===== src/rtl/ewb_multi_if.sv =====
// Bus bundle for the multi-entry eviction write buffer: cache-facing and
// arbiter-facing signals. The slave modport is the buffer's view.
interface ewb_multi_if #(
    parameter int DEPTH  = 4,
    parameter int LINE_W = 256,
    parameter int ADDR_W = 32
);
    localparam int CNT_W = $clog2(DEPTH + 1);

    logic [ADDR_W-1:0] cache_address;
    logic              cache_read;
    logic              cache_write;
    logic [LINE_W-1:0] cache_wdata;
    logic [LINE_W-1:0] ewb_rdata;
    logic              ewb_resp;

    logic [LINE_W-1:0] arbiter_rdata;
    logic              arbiter_resp;
    logic              ewb_read;
    logic              ewb_write;
    logic [ADDR_W-1:0] ewb_address;
    logic [LINE_W-1:0] ewb_wdata;

    logic [CNT_W-1:0]  ewb_count;
    logic              ewb_full;
    logic              ewb_empty;

    modport slave (
        input  cache_address, cache_read, cache_write, cache_wdata,
        input  arbiter_rdata, arbiter_resp,
        output ewb_rdata, ewb_resp, ewb_read, ewb_write, ewb_address, ewb_wdata,
        output ewb_count, ewb_full, ewb_empty
    );

    modport master (
        output cache_address, cache_read, cache_write, cache_wdata,
        output arbiter_rdata, arbiter_resp,
        input  ewb_rdata, ewb_resp, ewb_read, ewb_write, ewb_address, ewb_wdata,
        input  ewb_count, ewb_full, ewb_empty
    );
endinterface


===== src/rtl/ewb_multi.sv =====
// Multi-entry eviction write buffer: FIFO of dirty victim lines with read-hit
// forwarding and write merging. Define EWB_PERF_CNT_EN for hit/merge/drain counters.
module ewb_multi #(
    parameter int DEPTH  = 4,
    parameter int LINE_W = 256,
    parameter int ADDR_W = 32
) (
    input  logic        clk,
    input  logic        rst,
    ewb_multi_if.slave  bus
`ifdef EWB_PERF_CNT_EN
    ,
    output logic [31:0] hit_count,
    output logic [31:0] merge_count,
    output logic [31:0] drain_count
`endif
);
    localparam int PW = $clog2(DEPTH);
    localparam int CW = $clog2(DEPTH + 1);

    typedef enum logic [1:0] {IDLE, READ, DRAIN} state_t;

    state_t                        state;
    logic [DEPTH-1:0]              valid;
    logic [DEPTH-1:0][ADDR_W-1:0]  addr_q;
    logic [DEPTH-1:0][LINE_W-1:0]  data_q;
    logic [PW-1:0]                 head;
    logic [PW-1:0]                 tail;
    logic [CW-1:0]                 count;

    logic [DEPTH-1:0]              hit_vec;
    logic                          hit;
    logic [PW-1:0]                 hit_idx;
    logic                          full;

    for (genvar k = 0; k < DEPTH; k++) begin : g_cmp
        assign hit_vec[k] = valid[k] && (addr_q[k] == bus.cache_address);
    end

    // At most one entry can match, so a priority scan doubles as an encoder.
    always_comb begin
        hit_idx = '0;
        for (int k = 0; k < DEPTH; k++)
            if (hit_vec[k]) hit_idx = PW'(k);
    end

    assign hit            = |hit_vec;
    assign full           = (count == CW'(DEPTH));
    assign bus.ewb_count  = count;
    assign bus.ewb_full   = full;
    assign bus.ewb_empty  = (count == '0);

    always_comb begin
        bus.ewb_rdata   = '0;
        bus.ewb_resp    = 1'b0;
        bus.ewb_read    = 1'b0;
        bus.ewb_write   = 1'b0;
        bus.ewb_address = '0;
        bus.ewb_wdata   = '0;
        case (state)
            IDLE: begin
                if (bus.cache_write) begin
                    bus.ewb_resp = hit || !full;
                end else if (bus.cache_read && hit) begin
                    bus.ewb_resp  = 1'b1;
                    bus.ewb_rdata = data_q[hit_idx];
                end
            end
            READ: begin
                bus.ewb_read    = 1'b1;
                bus.ewb_address = bus.cache_address;
                bus.ewb_rdata   = bus.arbiter_rdata;
                bus.ewb_resp    = bus.arbiter_resp;
            end
            DRAIN: begin
                bus.ewb_write   = 1'b1;
                bus.ewb_address = addr_q[head];
                bus.ewb_wdata   = data_q[head];
            end
            default: ;
        endcase
    end

    // Line storage is not cleared on reset; valid gates every use of it.
    always_ff @(posedge clk) begin
        if (rst) begin
            state <= IDLE;
            valid <= '0;
            head  <= '0;
            tail  <= '0;
            count <= '0;
        end else begin
            case (state)
                IDLE: begin
                    if (bus.cache_write) begin
                        if (hit) begin
                            data_q[hit_idx] <= bus.cache_wdata;
                        end else if (!full) begin
                            valid[tail]  <= 1'b1;
                            addr_q[tail] <= bus.cache_address;
                            data_q[tail] <= bus.cache_wdata;
                            tail         <= tail + 1'b1;
                            count        <= count + 1'b1;
                        end else begin
                            state <= DRAIN;
                        end
                    end else if (bus.cache_read) begin
                        if (!hit) state <= READ;
                    end else if (count != '0) begin
                        state <= DRAIN;
                    end
                end
                READ: begin
                    if (bus.arbiter_resp) state <= IDLE;
                end
                DRAIN: begin
                    if (bus.arbiter_resp) begin
                        valid[head] <= 1'b0;
                        head        <= head + 1'b1;
                        count       <= count - 1'b1;
                        state       <= IDLE;
                    end
                end
                default: state <= IDLE;
            endcase
        end
    end

`ifdef EWB_PERF_CNT_EN
    logic ev_hit, ev_merge, ev_drain;

    assign ev_hit   = (state == IDLE) && !bus.cache_write && bus.cache_read && hit;
    assign ev_merge = (state == IDLE) && bus.cache_write && hit;
    assign ev_drain = (state == DRAIN) && bus.arbiter_resp;

    always_ff @(posedge clk) begin
        if (rst) begin
            hit_count   <= '0;
            merge_count <= '0;
            drain_count <= '0;
        end else begin
            if (ev_hit   && hit_count   != '1) hit_count   <= hit_count + 1'b1;
            if (ev_merge && merge_count != '1) merge_count <= merge_count + 1'b1;
            if (ev_drain && drain_count != '1) drain_count <= drain_count + 1'b1;
        end
    end
`endif
endmodule


===== src/flat_wrapper.sv =====
// flat-port wrapper written by rule: the top's interface ports become plain ports
module ewb_multi_flat 
#(
    parameter int DEPTH  = 4,
    parameter int LINE_W = 256,
    parameter int ADDR_W = 32
)
  (clk, rst, bus_cache_address, bus_cache_read, bus_cache_write, bus_cache_wdata, bus_arbiter_rdata, bus_arbiter_resp, bus_ewb_rdata, bus_ewb_resp, bus_ewb_read, bus_ewb_write, bus_ewb_address, bus_ewb_wdata, bus_ewb_count, bus_ewb_full, bus_ewb_empty);
  ewb_multi_if #(.DEPTH(DEPTH), .LINE_W(LINE_W), .ADDR_W(ADDR_W)) bus_i ();
  input  logic clk;
  input  logic rst;
  input wire logic [$bits(bus_i.cache_address)-1:0] bus_cache_address;
  input wire logic [$bits(bus_i.cache_read)-1:0] bus_cache_read;
  input wire logic [$bits(bus_i.cache_write)-1:0] bus_cache_write;
  input wire logic [$bits(bus_i.cache_wdata)-1:0] bus_cache_wdata;
  input wire logic [$bits(bus_i.arbiter_rdata)-1:0] bus_arbiter_rdata;
  input wire logic [$bits(bus_i.arbiter_resp)-1:0] bus_arbiter_resp;
  output wire logic [$bits(bus_i.ewb_rdata)-1:0] bus_ewb_rdata;
  output wire logic [$bits(bus_i.ewb_resp)-1:0] bus_ewb_resp;
  output wire logic [$bits(bus_i.ewb_read)-1:0] bus_ewb_read;
  output wire logic [$bits(bus_i.ewb_write)-1:0] bus_ewb_write;
  output wire logic [$bits(bus_i.ewb_address)-1:0] bus_ewb_address;
  output wire logic [$bits(bus_i.ewb_wdata)-1:0] bus_ewb_wdata;
  output wire logic [$bits(bus_i.ewb_count)-1:0] bus_ewb_count;
  output wire logic [$bits(bus_i.ewb_full)-1:0] bus_ewb_full;
  output wire logic [$bits(bus_i.ewb_empty)-1:0] bus_ewb_empty;
  assign bus_i.cache_address = bus_cache_address;
  assign bus_i.cache_read = bus_cache_read;
  assign bus_i.cache_write = bus_cache_write;
  assign bus_i.cache_wdata = bus_cache_wdata;
  assign bus_i.arbiter_rdata = bus_arbiter_rdata;
  assign bus_i.arbiter_resp = bus_arbiter_resp;
  assign bus_ewb_rdata = bus_i.ewb_rdata;
  assign bus_ewb_resp = bus_i.ewb_resp;
  assign bus_ewb_read = bus_i.ewb_read;
  assign bus_ewb_write = bus_i.ewb_write;
  assign bus_ewb_address = bus_i.ewb_address;
  assign bus_ewb_wdata = bus_i.ewb_wdata;
  assign bus_ewb_count = bus_i.ewb_count;
  assign bus_ewb_full = bus_i.ewb_full;
  assign bus_ewb_empty = bus_i.ewb_empty;
  ewb_multi #(.DEPTH(DEPTH), .LINE_W(LINE_W), .ADDR_W(ADDR_W)) u_core (.clk(clk), .rst(rst), .bus(bus_i));
endmodule

===== config.mk =====
export PLATFORM = sky130hd
export DESIGN_NAME = ewb_multi_flat
export DESIGN_NICKNAME = d
export VERILOG_FILES = /design/src/rtl/ewb_multi_if.sv /design/src/rtl/ewb_multi.sv /design/src/flat_wrapper.sv
export SDC_FILE = /design/constraint.sdc
export NUM_CORES = 2
export LEC_CHECK = 0
export CORE_AREA = 2 2 423 425
export CTS_BUF_LIST = sky130_fd_sc_hd__clkbuf_8
export DETAILED_ROUTE_END_ITERATION = 8
export DIE_AREA = 0 0 425 427
export GPL_ROUTABILITY_DRIVEN = 0
export SYNTH_ARGS = -nofsm -noshare
export SYNTH_HDL_FRONTEND = slang
export SYNTH_SLANG_ARGS = --single-unit

===== constraint.sdc =====
create_clock -name clk -period 26.1 [get_ports clk]
set_input_delay 5.22 -clock clk [delete_from_list [all_inputs] [get_ports clk]]
set_output_delay 5.22 -clock clk [all_outputs]
set_load 0.005 [all_outputs]

# == Word level (Yosys, flattened, before mapping) ==
# Index checks and enable logic that the tools add are counted.
# Widths: inputs -> output; s select.
# word_totals
regBits,1165
latch_bits,0
ramBits,0
mem_bits_ro,0
n_memories,0
# classes
n_addsub,4
multipliers,0
div_mod_pow,0
n_lt_le_gt_ge,6
eq_ne,17
n_shift,0
n_mux,52
bitwise_logic,6
n_reduce_logical,22
# ops
operator,count
$bwmux 1024,2
$mux 1024,2
$mux 256,7
$bmux 256 s2,2
$demux 256 s2,2
$pmux 256 s2,1
$bwmux 128,1
$eq 32x32->1,4
$bmux 32 s2,1
$demux 32 s2,1
$mux 32,2
$pmux 32 s2,1
$mux 2,9
$mux 4,4
$reduce_and 5->1,3
$mux 3,4
$lt 2x3->1 const B,3
$logic_and 1x1->1,8
$ne 2x2->1 const B,4
$pmux 4 s2,1
$reduce_and 4->1,2
$mux 1,7
$ge 2x1->1 const B,3
$ne 3x3->1 const B,2
other kinds (26),31

# == Longest topological paths before layout ==
# depth
depth_word,11
ltp_mapped,13

# == Worst setup path before layout ==
# OpenSTA, ideal clock, no wires.
# synth_timing
kind,input to register
startpoint,input port bus_cache_address[31]
endpoint,register u_core.data_q[0] (netlist name) (enable)
arrival_ns,24.086
required_ns,24.914
path_slack_ns,0.828
stages,9
n_path_buf,1
cell_sequence,buf_2 > xor2_1 > nor4_1 > nand4_1 > nor4_2 > nor4_4 > nand2_1 > nand4_1 > nor3_1
# synth_via
elab_chain_cells,5
word_cells_on_any_way,11
classes_between,eq/ne: 5; reduce/logical: 6
# synth_lines
element,line_no,source
from (decl),flat_wrapper.sv:12,input wire logic [$bits(bus_i.cache_address)-1:0] bus_cache_address;
$eq 32x32->1,ewb_multi.sv:37,assign hit_vec[k] = valid[k] && (addr_q[k] == bus.cache_address);
$logic_and 1x1->1,ewb_multi.sv:37,
$reduce_or 4->1 *,ewb_multi.sv:47,assign hit = |hit_vec;
$ne 2x1->1 (no line) *,n/a,
$reduce_and 4->1 (no line) *,n/a,
"to (signal, indexed assignment)",ewb_multi.sv:97,data_q[hit_idx] <= bus.cache_wdata;
"to (signal, indexed assignment)",ewb_multi.sv:101,data_q[tail] <= bus.cache_wdata;
to (decl),ewb_multi.sv:26,logic [DEPTH-1:0][LINE_W-1:0] data_q;
# Every way passes the cells marked *; elsewhere a longest branch is shown, timed or not.
# A chain may end at the register's enable or synchronous reset.

# == Worst setup path after layout ==
# layout_timing
startpoint,input port bus_cache_address[31]
endpoint,output port bus_ewb_rdata[151]
# layout_via
elab_chain_cells,10
word_cells_on_any_way,18
classes_between,eq/ne: 4; mux: 8; reduce/logical: 6
# layout_lines
element,line_no,source
$eq 32x32->1,ewb_multi.sv:37,
$logic_and 1x1->1,ewb_multi.sv:37,
$mux 1,ewb_multi.sv:44,if (hit_vec[k]) hit_idx = PW'(k);
$mux 2 (2 in a row),ewb_multi.sv:44,
$bmux 256 s2,ewb_multi.sv:66,bus.ewb_rdata = data_q[hit_idx];
$mux 256 (implied by the code),ewb_multi.sv:66,
$mux 256 *,ewb_multi.sv:64,end else if (bus.cache_read && hit) begin
$mux 256 *,ewb_multi.sv:62,if (bus.cache_write) begin
$pmux 256 s2 *,ewb_multi.sv:60,case (state)
to (decl),flat_wrapper.sv:18,output wire logic [$bits(bus_i.ewb_rdata)-1:0] bus_ewb_rdata;
# Every way passes the cells marked *; elsewhere a longest branch is shown, timed or not. The select of a mux whose other input is x is not followed.

==> results.py <==
metrics = {
    "outcome": {
        "outcome": "finished, final reports clean",
    },
    "clock_network": {
        "ctsHoldBuffers": 0,
        "path_clk_slew_ns": 0.05,
        "htreeDepth": 4,
        "clock_sinks": 1165,
        "cts_tree": "done",
        "postCtsSetupBuffers": 0,
        "clock_latency_ns": 0.97,
        "ctsResizeCount": 0,
        "cts-root-buf": "clkbuf_8",
        "clock_path_buffers": 3,
        "cts_inserted_buffers": 204,
    },
    "finish": {
        "final_util_pct": 44.4,
        "nFillCells": 16600,
        "drive_gt1_share_pct": 9.88,
        "layout.nets": 6827,
        "area_delta_synth_final_pct": 25.7,
    },
    "timing": {
        "fin_setup_tns_ns": 0,
        "worst_slew_pin_slew_ns": 1.32,
        "whs_ns": 0.525,
        "finalMaxSlewViolations": 0,
        "post-route-period-util_pct": 64.2,
        "fmax_mhz": 59.7,
        "relSlewSlack_pct": 12.3,
        "setup_slack_ns": 9.34,
        "fin_crit_ns": 16.76,
        "hold_violations": 0,
        "rsz0062_at_grt": "no",
        "skew_ns": 0.0635,
        "setup_viol": 0,
    },
    "worst_setup_path": {
        "crit_slowest_cell": "buf_4",
        "crit_fanout": 80,
        "crit_buf_inv": 4,
        "start_kind": "input pin",
        "timing.critical_path.arrival_ns": 11.54,
        "crit_type": "in -> out",
        "required_ns": 20.88,
        "worstPathCellList": "clkdlybuf4s50_1, xor2_1, nor4_1, nand4_1, or4_4, nand2_2, nor2_4, buf_4, buf_4, a21oi_1, o21ai_1, clkdlybuf4s50_1",
        "critical_path.max_stage_delay_ns": 1.02,
        "worst_setup_path_end_kind": "output port",
        "cp_top_family": "buffers and inverters",
    },
    "global_routing": {
        "grt_max_degree": 158,
        "grt_pass1_wl_um": 334000,
        "grt_pass1_vias": 46300,
        "track_usage_pct": 25.0,
        "grt_overflow_total": 0,
        "antenna_found_initial": 53,
    },
    "power": {
        "peakVddDrop_uv": 55.1,
        "power_density_mw_per_mm2": 62.5,
        "leakage_nw": 25.3,
    },
    "floorplanning": {
        "core_area_mm2": 0.177,
        "dieHeight_um": 427,
        "initial_core_util_pct": 35.3,
        "dieArea_mm2": 0.181,
        "die_x_um": 425,
        "core.rowCount": 155,
        "io_pins": 1101,
    },
    "route": {
        "viasPerCell": 5.43,
        "firstDrtPassIters": 6,
        "drt_iter0_drc": 4977,
        "routedWlPerCell_um": 26.8,
        "drc_errors": 0,
        "ant_nets": 0,
        "wl_um": 236000,
        "vias": 47900,
    },
    "yosys": {
        "ys_ff_latch": 1165,
        "yosys_most_used_dff": "edfxtp_1",
        "yosysTopAreaCell": "edfxtp_1",
        "synth.distinct_cells": 53,
        "synthCells": 5361,
        "seq_area_frac_synth_pct": 55.6,
        "syn-num-nets": 5922,
        "syn_avg_cell_area_um2": 11.7,
        "ys_warn_count": 0,
        "async_flop_share_pct": 0,
        "synthTopCellsByCount": "1,286 x and2_1, 1,152 x edfxtp_1, 520 x nand2_1",
        "synth.area.top_cells": "edfxtp_1 55%, and2_1 13%, mux4_2 10%",
        "synth_top_area_share_pct": 55.2,
        "synth-edff-count": 1152,
        "synth_most_common_cell": "and2_1",
        "syn_area_mm2": 0.0626,
    },
    "place": {
        "port_buffers": 1100,
        "post-dp-hpwl_um": 150000,
        "place_worst_setup_slack_ns": 9.60,
    },
    "job": {
        "cap_violations": 0,
    },
    "min_path": {
        "hp-class": "reg -> reg",
    },
}
report_power, final:
group | leakage (nW) | switching, W | internal (W)
Clock | 2.10 | 0.000804 | 0.000756
Sequential | 10.5 | 0.0000561 | 0.00223
Combinational | 12.7 | 0.000593 | 0.000482
final timing paths:
kind         depth (start not counted)             startpoint  slack, ns                  to
max reg2reg                         13      u_core.addr_q[91]      18.74  u_core.data_q[682]
min                                  1        u_core.valid[3]       0.52     u_core.valid[3]
max                                 12  bus_cache_address[31]       9.34  bus_ewb_rdata[151]
min reg2reg                          1        u_core.valid[3]       0.52     u_core.valid[3]
flip-flops by register name, indices dropped and copies added (netlist names):
register and flops:
u_core.head 2, u_core.bus.ewb_count 3, u_core.addr_q 128, u_core.state 2, u_core.tail 2, u_core.data_q 1024
u_core.valid 4
final cells by class:
type / count / area, µm² / area share, %
sequential: 1165 / 34900 / 44.3
inverter: 16 / 60.1 / 0.0762
timing repair buffer: 1177 / 11700 / 14.9
antenna: 34 / 85.1 / 0.108
clock buffer: 206 / 2840 / 3.60
clock inverter: 158 / 790 / 1.00
tap: 2355 / 2950 / 3.74
multi-input combinational: 3702 / 25500 / 32.3
layer usage:
| metal | GRT usage (%) | up-vias | wire length (µm) |
|---|---|---|---|
| li1 | - | 21200 | - |
| met4 | 11.0 | 22 | 9360 |
| met2 | 40.1 | 2201 | 114000 |
| met3 | 5.76 | 371 | 19100 |
| met1 | 32.4 | 24100 | 93700 |
| met5 | 0 | - | 136 |
cells in the final DEF, fill, tap and decap left out, types with 5 or more instances in the layout:
cell,n
mux4_2,288
buf_4,65
edfxtp_1,1152
clkinv_1,50
xnor2_1,56
a22oi_1,32
inv_1,84
nor2b_1,5
dfxtp_1,11
clkbuf_8,206
nor2_1,302
nand3_1,269
nor3_1,6
nor4_1,17
and2_1,1286
diode_2,34
nand4_1,16
buf_12,12
clkdlybuf4s50_1,1100
xor2_1,69
a31oi_1,258
a21oi_1,257
clkinvlp_4,5
nand2_1,520
o21ai_1,256
ha_1,9
clkinv_2,22
cell families after synthesis:
| logic type | after synthesis | share of synthesized area, % |
|---|---|---|
| AOI/OAI and AO/OA | 824 | 7.33 |
| and+or+nand+nor | 2449 | 20.7 |
| muxes | 292 | 10.4 |
| DFF | 1165 | 55.6 |
| buffers and inverters | 494 | 3.93 |
| xor gates and xnor gates | 125 | 1.75 |
| adders and majority gates | 12 | 0.252 |
per-stage QoR:
step           power [W]  instances  instance area, µm²
2_1_floorplan    0.00289       5361               62600
3_3_place_gp     0.00339       8415               75100
3_5_place_dp     0.00340       8415               75100
4_1_cts          0.00496       8779               78700
5_1_grt          0.00511       8808               78800
6_report         0.00492       8813               78800
(Power assumes the default switching activity.)
